**src/rtl/exc_commit_ctrl.sv**
```systemverilog
// rtl/exc_commit_ctrl.sv - commit-point exception/ERTN controller between WB and csr
// Takes prioritised WB exceptions or ertn, pulses csr, flushes and offers a redirect PC to fetch.
module exc_commit_ctrl #(
  parameter int ADDR_W     = 32,
  parameter int FLUSH_HOLD = 2,
  parameter int CNT_W      = 32
) (
  input  logic              clk,
  input  logic              rst_n,
  input  logic              wb_valid,
  input  logic [ADDR_W-1:0] wb_pc,
  input  logic [ADDR_W-1:0] wb_vaddr,
  input  logic              wb_exc_adef,
  input  logic              wb_exc_ine,
  input  logic              wb_exc_sys,
  input  logic              wb_exc_brk,
  input  logic              wb_exc_ale,
  input  logic              wb_is_ertn,
  input  logic              interrupt,
  input  logic [ADDR_W-1:0] exception_entry,
  input  logic [ADDR_W-1:0] exception_return_entry,
  output logic              csr_exception,
  output logic              csr_ertn_flush,
  output logic [5:0]        csr_ecode,
  output logic [8:0]        csr_esubcode,
  output logic [ADDR_W-1:0] csr_vaddr,
  output logic [ADDR_W-1:0] csr_pc,
  output logic              wb_commit,
  output logic              flush_all,
  output logic              redirect_valid,
  output logic [ADDR_W-1:0] redirect_pc,
  input  logic              redirect_ready,
  output logic [CNT_W-1:0]  exc_count
);

  localparam int HOLD_W = (FLUSH_HOLD > 1) ? $clog2(FLUSH_HOLD) : 1;
  localparam logic [HOLD_W-1:0] HOLD_INIT = HOLD_W'(FLUSH_HOLD - 1);

  localparam logic [5:0] ECODE_INT  = 6'h00;
  localparam logic [5:0] ECODE_ADEF = 6'h08;
  localparam logic [5:0] ECODE_INE  = 6'h0D;
  localparam logic [5:0] ECODE_SYS  = 6'h0B;
  localparam logic [5:0] ECODE_BRK  = 6'h0C;
  localparam logic [5:0] ECODE_ALE  = 6'h09;

  typedef enum logic {
    IDLE     = 1'b0,
    REDIRECT = 1'b1
  } state_e;

  state_e              state_q, state_d;
  logic [HOLD_W-1:0]   hold_q, hold_d;
  logic [ADDR_W-1:0]   redirect_pc_q, redirect_pc_d;
  logic [CNT_W-1:0]    exc_count_q, exc_count_d;

  logic exc_any;
  logic take;
  logic event_exc;
  logic event_ertn;

  assign exc_any    = wb_exc_adef | wb_exc_ine | wb_exc_sys | wb_exc_brk | wb_exc_ale;
  // WB inputs only matter in IDLE; an interrupt waits until an instruction is present.
  assign take       = (state_q == IDLE) & wb_valid;
  assign event_exc  = take & (interrupt | exc_any);
  assign event_ertn = take & wb_is_ertn & ~(interrupt | exc_any);

  always_comb begin
    csr_ecode = 6'h00;
    if (event_exc) begin
      if (interrupt)        csr_ecode = ECODE_INT;
      else if (wb_exc_adef) csr_ecode = ECODE_ADEF;
      else if (wb_exc_ine)  csr_ecode = ECODE_INE;
      else if (wb_exc_sys)  csr_ecode = ECODE_SYS;
      else if (wb_exc_brk)  csr_ecode = ECODE_BRK;
      else                  csr_ecode = ECODE_ALE;
    end
  end

  assign csr_exception  = event_exc;
  assign csr_ertn_flush = event_ertn;
  assign csr_esubcode   = 9'h000;
  assign csr_vaddr      = take ? (wb_exc_adef ? wb_pc : wb_vaddr) : '0;
  assign csr_pc         = take ? wb_pc : '0;
  assign wb_commit      = take & ~(interrupt | exc_any);
  assign flush_all      = event_exc | event_ertn | (state_q == REDIRECT);
  assign redirect_valid = (state_q == REDIRECT);
  assign redirect_pc    = redirect_pc_q;
  assign exc_count      = exc_count_q;

  always_comb begin
    state_d       = state_q;
    hold_d        = hold_q;
    redirect_pc_d = redirect_pc_q;
    exc_count_d   = exc_count_q;
    case (state_q)
      IDLE: begin
        if (event_exc | event_ertn) begin
          state_d       = REDIRECT;
          hold_d        = HOLD_INIT;
          redirect_pc_d = event_exc ? exception_entry : exception_return_entry;
          if (event_exc) exc_count_d = exc_count_q + CNT_W'(1);
        end
      end
      REDIRECT: begin
        if (hold_q != '0) hold_d = hold_q - HOLD_W'(1);
        // redirect_pc stays put until fetch takes it and the flush window has elapsed.
        if (redirect_ready && (hold_q == '0)) state_d = IDLE;
      end
      default: state_d = IDLE;
    endcase
  end

  always_ff @(posedge clk) begin
    if (!rst_n) begin
      state_q       <= IDLE;
      hold_q        <= '0;
      redirect_pc_q <= '0;
      exc_count_q   <= '0;
    end else begin
      state_q       <= state_d;
      hold_q        <= hold_d;
      redirect_pc_q <= redirect_pc_d;
      exc_count_q   <= exc_count_d;
    end
  end

endmodule

```
**config.mk**
```make
export PLATFORM = sky130hd
export DESIGN_NAME = exc_commit_ctrl
export DESIGN_NICKNAME = d
export VERILOG_FILES = /design/src/rtl/exc_commit_ctrl.sv
export SDC_FILE = /design/constraint.sdc
export NUM_CORES = 1
export LEC_CHECK = 0
export ABC_CLOCK_PERIOD_IN_PS = 4850
export BUFFER_PORTS_ARGS = -buffer_cell sky130_fd_sc_hd__buf_2
export CAP_MARGIN = 20
export CORE_AREA = 5 5 110 112
export CTS_CLUSTER_SIZE = 10
export DETAILED_ROUTE_END_ITERATION = 7
export DIE_AREA = 0 0 115 117
export GPL_ROUTABILITY_DRIVEN = 0
export PLACE_DENSITY_LB_ADDON = 0.05
export REMOVE_ABC_BUFFERS = 1
export SETUP_SLACK_MARGIN = 0.5
export SLEW_MARGIN = 15
export SYNTH_ARGS = -nofsm -noshare
export SYNTH_HDL_FRONTEND = slang
export SYNTH_SLANG_ARGS = --single-unit
```
**constraint.sdc**
```tcl
create_clock -name clk -period 4.85 [get_ports clk]
set_input_delay 0.7275 -clock clk [delete_from_list [all_inputs] [get_ports clk]]
set_output_delay 0.7275 -clock clk [all_outputs]
set_load 0.1 [all_outputs]
```
==> flow_metrics.env, run 1 <==
export IMPL_run_status="complete, no violations"
export IMPL_cts_repair_resized=0
export IMPL_synth_warning_count=0
export IMPL_crit_path_cell_trace="buf_2, buf_4, nor2_1, a31oi_4, or2_2, buf_2"
export IMPL_cellLeakagePower_nw=2.820
export IMPL_drc_errors=0
export IMPL_die_area_mm2=0.01346
export IMPL_finalCoreUtilization_pct=50.74
export IMPL_cellInternalPower_mw=1.194
export IMPL_grt_pass1_vias=4357
export IMPL_layout_worst_path_cycle_share_pct=65.88
export IMPL_clock_insertion_delay_at_the_later_pin_of_the_skew_report_ns=0.32
export IMPL_total_clock_sinks=66
export IMPL_worst_setup_hold_path_clk_slew_ns=0.05
export IMPL_via_count=4717
export IMPL_nets=905
export IMPL_main_combinational_cell_family_by_area_after_synthesis="simple AND/OR/NAND/NOR gates"
export IMPL_synthTopCellsByArea="dfxtp_1 (34%), mux2i_1 (9.2%), nand2_1 (7.8%)"
export IMPL_powerDensity_mw_per_mm2=378.7
export IMPL_worst_path_max_delay_cell="buf_4"
export IMPL_yosys_mux_area_fraction_pct=9.187
export IMPL_core_area_mm2=0.01113
export IMPL_route_antenna_remaining_nets=0
export IMPL_reg2reg_setup_slack_ns=2.44
export IMPL_clock_skew_final_ns=0.004483
export IMPL_register_bit_count_reported_by_yosys=66
export IMPL_timing_rr_end="redirect_pc[19]$_SDFFE_PN0P_"
export IMPL_max_cap_violations=0
export IMPL_yosys_area_share_xor_xnor_pct=0.8931
export IMPL_path_type_of_the_worst_setup_path="input port to output pin"
export IMPL_total_switching_power_mw=0.9445
export IMPL_mapped_avg_cell_area_um2=7.631
export IMPL_totalNegativeSetupSlack_ns=0
export IMPL_critPathTopFamily="buffers and inverters"
export IMPL_grt_usage_pct=19.96
export IMPL_netlist_top_cell_by_area="dfxtp_1"
export IMPL_stdcell_count=913
export IMPL_post_route_worst_hold_slack_ns=0.4791
export IMPL_switching_share_pct=44.18
export IMPL_timing_critical_path_to_type="output pin"
export IMPL_vias_per_cell=5.166
export IMPL_cts_buffers_inserted=9
export IMPL_number_of_placed_instances_taps_included=897
export IMPL_comb_pwr_share_pct=39.3
export IMPL_grt_ovfl_total=0
export IMPL_fp_dieH_um=117
export IMPL_post_route_cells_drive_above_1_share_pct=39.87
export IMPL_postCtsSetupRepairBufs=0
export IMPL_port_buffer_count=275
export IMPL_period_minus_slack_ns=3.195
export IMPL_worst_endpoint_arrival_ns=2.47
export IMPL_die_w_um=115
export IMPL_synth_cell_types=45
export IMPL_postSynth_asyncResetShare_pct=0
export IMPL_slew_of_the_pin_with_the_lowest_slew_margin_ns=1.030
export IMPL_synth_seq_area_share_pct=33.68
export IMPL_synth_simple_gate_area_share_pct=29.79
export IMPL_grt_antenna_before_repair=0
export IMPL_final_max_slew_violation_count=0
export IMPL_most_common_cell_type_on_the_critical_path="buf_2"
export IMPL_placed_cell_area_mm2=0.005315
export IMPL_unrepaired_setup_endpoints_after_global_routing="no"
export IMPL_detailed_place_hpwl_um=11280
export IMPL_maxClockFrequency_ghz=0.3129
export IMPL_finalHoldViolations=0
export IMPL_ys_dominant_reg_cell="dfxtp_1"
export IMPL_hold_start="exc_count[27]$_SDFFE_PN0P_"
export IMPL_min_path_cells=2
export IMPL_area_delta_synth_final_pct=43.92
export IMPL_wl_per_cell_um=16.03
export IMPL_clock_power_share_pct=33.2
export IMPL_drt_pass1_iter_count=5
export IMPL_initial_utilization_pct=35.26
export IMPL_detail_route_wirelength_um=14630
export IMPL_cp_slowest_stage_delay_ns=0.50
export IMPL_r2r_start="redirect_valid$_SDFF_PN0_"
export IMPL_cp_data_required_time_ns=4.12
export IMPL_relative_slew_slack_pct=31.35
export IMPL_clock_tree_root_cell="clkbuf_16"
export IMPL_crit_buf_inv=3
export IMPL_synth_compound_area_share_pct=18.85
export IMPL_grt_max_degree=66
export IMPL_synthDominantCellAreaShare_pct=33.68
export IMPL_rows=39
export IMPL_hold_path_endpoint="exc_count[27]$_SDFFE_PN0P_"
export IMPL_holdCritPathClass="flip-flop to flip-flop"
export IMPL_synth_edf_count=0
export IMPL_grt_pass1_wl_um=21800
export IMPL_holdBufCountCts=0
export IMPL_clock_tree_from_tritoncts="done"
export IMPL_worst_ir_drop_vdd_uv=174.5
export IMPL_cp_start_kind="input port"
export IMPL_reg2regPathDepth=5
export IMPL_clk_path_buf_depth=2
export IMPL_finalSetupViolations=0
export IMPL_sequentialPowerShare_pct=27.5
export IMPL_synthAdderAreaFrac_pct=0.3190
export IMPL_critical_path_max_fanout=37
export IMPL_h_tree_depth=3
export IMPL_syn_area_mm2=0.003923
export IMPL_fin_area_mm2=0.005645
export IMPL_antenna_cells=0
export IMPL_pin_count=287
export IMPL_count_of_mapped_cells_out_of_synthesis=514
export IMPL_detailedRoute_firstIterationViolations=295
## metrics by stage
step                power [mW]  worst slack [ns]
global route             2.228             1.589
detailed placement       1.442             1.656
CTS                      2.160             1.646
finish                   2.138             1.655
global placement         1.437             1.698
floorplan                1.263            -2.796
## how the worst max path moves through the flow
| stage | slack (ns) | cells after the start | startpoint | to |
|---|---|---|---|---|
| final | 1.65 | 6 | wb_exc_adef | flush_all |
| after global routing | 1.59 | 4 | redirect_valid$_SDFF_PN0_ | flush_all |
| after CTS | 1.65 | 6 | wb_exc_adef | flush_all |
| after detailed placement | 1.66 | 6 | wb_exc_adef | flush_all |
| after global placement | 1.70 | 5 | wb_exc_adef | csr_ertn_flush |
| after floorplan | -2.80 | 4 | redirect_valid$_SDFF_PN0_ | csr_ecode[1] |
## cells in the final DEF, fill, tap and decap left out, types with 3 or more instances in the layout
cell,count
buf_2,275
nand2_1,81
dfxtp_1,66
nor2_1,39
o21ai_0,37
mux2i_1,36
and2_1,35
a31oi_1,32
a21oi_1,24
or4_1,17
o31ai_1,16
conb_1,11
nand4_1,10
nand3_1,9
clkbuf_16,9
nor4_1,7
inv_1,5
nand2b_1,5
and4_1,5
buf_4,5
or3_1,4
or2_2,3
and3_1,3
xnor2_1,3
## worst register-to-register path: cells and delay by family, from the launching register on
kind | cells | cell delay [ns]
AOI/OAI and AO/OA | 3 | 0.85
and+or+nand+nor | 1 | 0.64
buffers and inverters | 1 | 0.49
DFF | 1 | 0.35
## final cells by class
cell class | count | area (um^2)
clock buffers | 12 | 256.5
clock inverters | 4 | 73.82
fillers | 1110 | 5480
inverters | 7 | 26.28
multi-input cells | 401 | 2375
flip-flops and latches | 66 | 1321
well taps | 143 | 178.9
repair buffers | 280 | 1414
## power by group through the flow
| stage | Combinational, mW | Sequential (mW) | Clock [mW] |
|---|---|---|---|
| floorplan | 0.458 | 0.805 | 0 |
| global placement | 0.839 | 0.598 | 0 |
| detailed placement | 0.844 | 0.599 | 0 |
| CTS | 0.845 | 0.588 | 0.727 |
| global route | 0.878 | 0.592 | 0.757 |
| finish | 0.840 | 0.588 | 0.710 |
## cell usage after synthesis, types with 2 or more instances
master / count
nand4_1: 10
nand3_1: 9
o31ai_1: 16
clkbuf_1: 24
or3_1: 4
o21ai_0: 37
inv_1: 5
or4_4: 2
nor2_1: 39
and4_1: 5
buf_4: 17
xnor2_1: 3
buf_2: 3
nor4_1: 7
inv_2: 2
dfxtp_1: 66
a21oi_1: 24
buf_1: 6
nand2b_1: 5
o211a_1: 2
or2_2: 3
nor3_1: 2
o211ai_1: 2
and2_1: 35
mux2i_1: 36
or4_1: 17
and3_1: 3
nand2_1: 81
a31oi_1: 33
## cell families after synthesis
kind of cell    after synthesis
simple gates                228
compound gates              121
flops                        66
buf+inv                      57
mux                          36
xor+xnor                      4
fa+ha+maj                     1
other cells                   1
## per-layer routing
metal	vias up	routed length (um)	GRT usage [%]
met5	-	0	0
met4	0	220	5.947
met3	18	1360	4.576
met2	209	6841	32.33
met1	2167	6210	26.64
li1	2323	-	-
## sequential cells by signal, indices dropped and copies added, names as in the netlist
signal,count
exc_count,32
hold_q,1
redirect_pc,32
redirect_valid,1
Note: power is estimated with default switching activity, not from simulation.
==> run 2, diff against run 1 <==
--- a/config.mk
+++ b/config.mk
@@ -5,13 +5,13 @@
 export SDC_FILE = /design/constraint.sdc
 export NUM_CORES = 1
 export LEC_CHECK = 0
-export ABC_CLOCK_PERIOD_IN_PS = 4850
+export ABC_CLOCK_PERIOD_IN_PS = 2860
 export BUFFER_PORTS_ARGS = -buffer_cell sky130_fd_sc_hd__buf_2
 export CAP_MARGIN = 20
-export CORE_AREA = 5 5 110 112
+export CORE_MARGIN = 5
+export CORE_UTILIZATION = 37
 export CTS_CLUSTER_SIZE = 10
 export DETAILED_ROUTE_END_ITERATION = 7
-export DIE_AREA = 0 0 115 117
 export GPL_ROUTABILITY_DRIVEN = 0
 export PLACE_DENSITY_LB_ADDON = 0.05
 export REMOVE_ABC_BUFFERS = 1
==> constraint.sdc (replaced) <==
create_clock -name clk -period 2.86 [get_ports clk]
set_input_delay 0.429 -clock clk [delete_from_list [all_inputs] [get_ports clk]]
set_output_delay 0.429 -clock clk [all_outputs]
set_load 0.1 [all_outputs]
==> run 2 against run 1 <==
Sequential share of layout area shrank 0.21 points. Global-route usage grew 2.5 points. Power grew 57%. Clock power grew 28%. Die area shrank 5.2%. Sequential power grew 69%. Cell area grew 0.91%. Combinational power grew 73%. Clock-buffer cell count is the same. Largest cell class unchanged.
==> flow_metrics.env, run 2 (synthesized netlist as in run 1, its figures left out) <==
export IMPL_path_type_of_the_worst_setup_path="input port to output pin"
export IMPL_worst_ir_drop_vdd_uv=385.6
export IMPL_grt_ovfl_total=0
export IMPL_cts_buffers_inserted=9
export IMPL_unrepaired_setup_endpoints_after_global_routing="no"
export IMPL_grt_max_degree=66
export IMPL_wl_per_cell_um=16.47
export IMPL_crit_path_cell_trace="buf_2, or4_4, o21ai_4, buf_8, inv_2, clkbuf_4"
export IMPL_clock_insertion_delay_at_the_later_pin_of_the_skew_report_ns=0.34
export IMPL_layout_cells_most_common="buf_2"
export IMPL_cp_start_kind="input port"
export IMPL_relative_slew_slack_pct=53.09
export IMPL_clock_tree_from_tritoncts="done"
export IMPL_max_cap_violations=0
export IMPL_cp_slowest_stage_delay_ns=0.58
export IMPL_cellLeakagePower_nw=2.820
export IMPL_grt_antenna_before_repair=2
export IMPL_detailedRoute_firstIterationViolations=335
export IMPL_layout_worst_path_cycle_share_pct=80.36
export IMPL_clock_skew_final_ns=0.01660
export IMPL_vias_per_cell=5.166
export IMPL_finalHoldViolations=0
export IMPL_nets=912
export IMPL_pin_count=287
export IMPL_worst_setup_hold_path_clk_slew_ns=0.07
export IMPL_run_status="complete, no violations"
export IMPL_cp_data_required_time_ns=2.43
export IMPL_postCtsSetupRepairBufs=0
export IMPL_powerDensity_mw_per_mm2=588.2
export IMPL_p_total_mw=3.351
export IMPL_worst_endpoint_arrival_ns=1.87
export IMPL_finalCoreUtilization_pct=55.18
export IMPL_clk_path_buf_depth=2
export IMPL_crit_buf_inv=4
export IMPL_holdCritPathClass="input port to flip-flop"
export IMPL_slew_of_the_pin_with_the_lowest_slew_margin_ns=0.7016
export IMPL_period_minus_slack_ns=2.298
export IMPL_route_antenna_remaining_nets=0
export IMPL_total_clock_sinks=66
export IMPL_fp_dieH_um=113.0
export IMPL_h_tree_depth=3
export IMPL_grt_pass1_vias=4689
export IMPL_die_w_um=113.0
export IMPL_critPathTopFamily="buffers and inverters"
export IMPL_die_area_mm2=0.01276
export IMPL_worst_path_max_delay_cell="or4_4"
export IMPL_grt_pass1_wl_um=23520
export IMPL_drt_pass1_iter_count=4
export IMPL_via_count=4717
export IMPL_critical_path_max_fanout=24
export IMPL_clock_tree_root_cell="clkbuf_8"
export IMPL_final_max_slew_violation_count=0
export IMPL_port_buffer_count=275
export IMPL_core_area_mm2=0.01032
export IMPL_finalSetupViolations=0
export IMPL_drc_errors=0
export IMPL_initial_utilization_pct=38.00
export IMPL_detail_route_wirelength_um=15030
export IMPL_timing_critical_path_to_type="output pin"
export IMPL_detailed_place_hpwl_um=11630
export IMPL_rows=37
export IMPL_layout_common_cells="buf_2 (254), nand2_1 (81), dfxtp_1 (66), nor2_1 (39), o21ai_0 (37)"
export IMPL_maxClockFrequency_ghz=0.4351
export IMPL_area_delta_synth_final_pct=45.23
export IMPL_post_route_cells_drive_above_1_share_pct=40.52
export IMPL_grt_usage_pct=22.42
==> run 2: worst paths after layout <==
check / from / to / slack, ns / depth (start not counted)
worst min-delay path: exception_return_entry[0] / redirect_pc[0]$_SDFFE_PN0P_ / 0.34 / 3
worst max register to register: exc_count[0]$_SDFFE_PN0P_ / exc_count[26]$_SDFFE_PN0P_ / 0.77 / 5
worst max-delay path: wb_exc_adef / csr_exception / 0.56 / 6
worst min register to register: exc_count[31]$_SDFFE_PN0P_ / exc_count[31]$_SDFFE_PN0P_ / 0.48 / 2
==> run 2: what timing repair did <==
action / in CTS / in global routing
setup endpoints to repair: 5 / 28
hold buffers: 0 / 0
gates resized for setup: 4 / 18
pin swaps: 0 / 0
==> run 2: worst register-to-register path, cell delays in order, from the launching register on <==
cell	delay, ns
dfxtp_1	0.39
ha_1	0.23
nand4_1	0.14
or4_4	0.61
or4_1	0.51
a21oi_1	0.15
==> run 2: stage by stage <==
step                area (um^2)  worst slack [ns]  hold WS, ns  cells  TNS (ns)
finish                     5697            0.5618       0.3386    913         0
global route               5697            0.4987       0.3265    913         0
CTS                        5639            0.4549       0.3196    911         0
detailed placement         5404            0.4346       0.4672    897         0
global placement           5404            0.4752       0.4503    897         0
floorplan                  3705            -4.487       0.4686    474    -88.55
==> run 2: per-layer routing <==
| metal | vias up | share of wire, % | track usage, % |
|---|---|---|---|
| met2 | 187 | 50 | 38.74 |
| met3 | 14 | 9.8 | 7.326 |
| met5 | - | 0 | 0 |
| li1 | 2339 | - | - |
| met1 | 2177 | 39 | 26.12 |
| met4 | 0 | 1.4 | 7.452 |
==> run 2: layout make-up <==
cell class	count	area [um^2]
inverters	7	26.28
multi-input cells	401	2381
well taps	136	170.2
flip-flops and latches	66	1321
fillers	1038	4627
diodes	2	5.005
clock inverters	2	60.06
clock buffers	12	165.2
repair buffers	287	1568
==> run 2: power breakdown <==
part / internal [mW] / switching (mW)
sequential: 0.969 / 0.0255
clock: 0.553 / 0.353
combinational: 0.264 / 1.19
total: 1.79 / 1.56
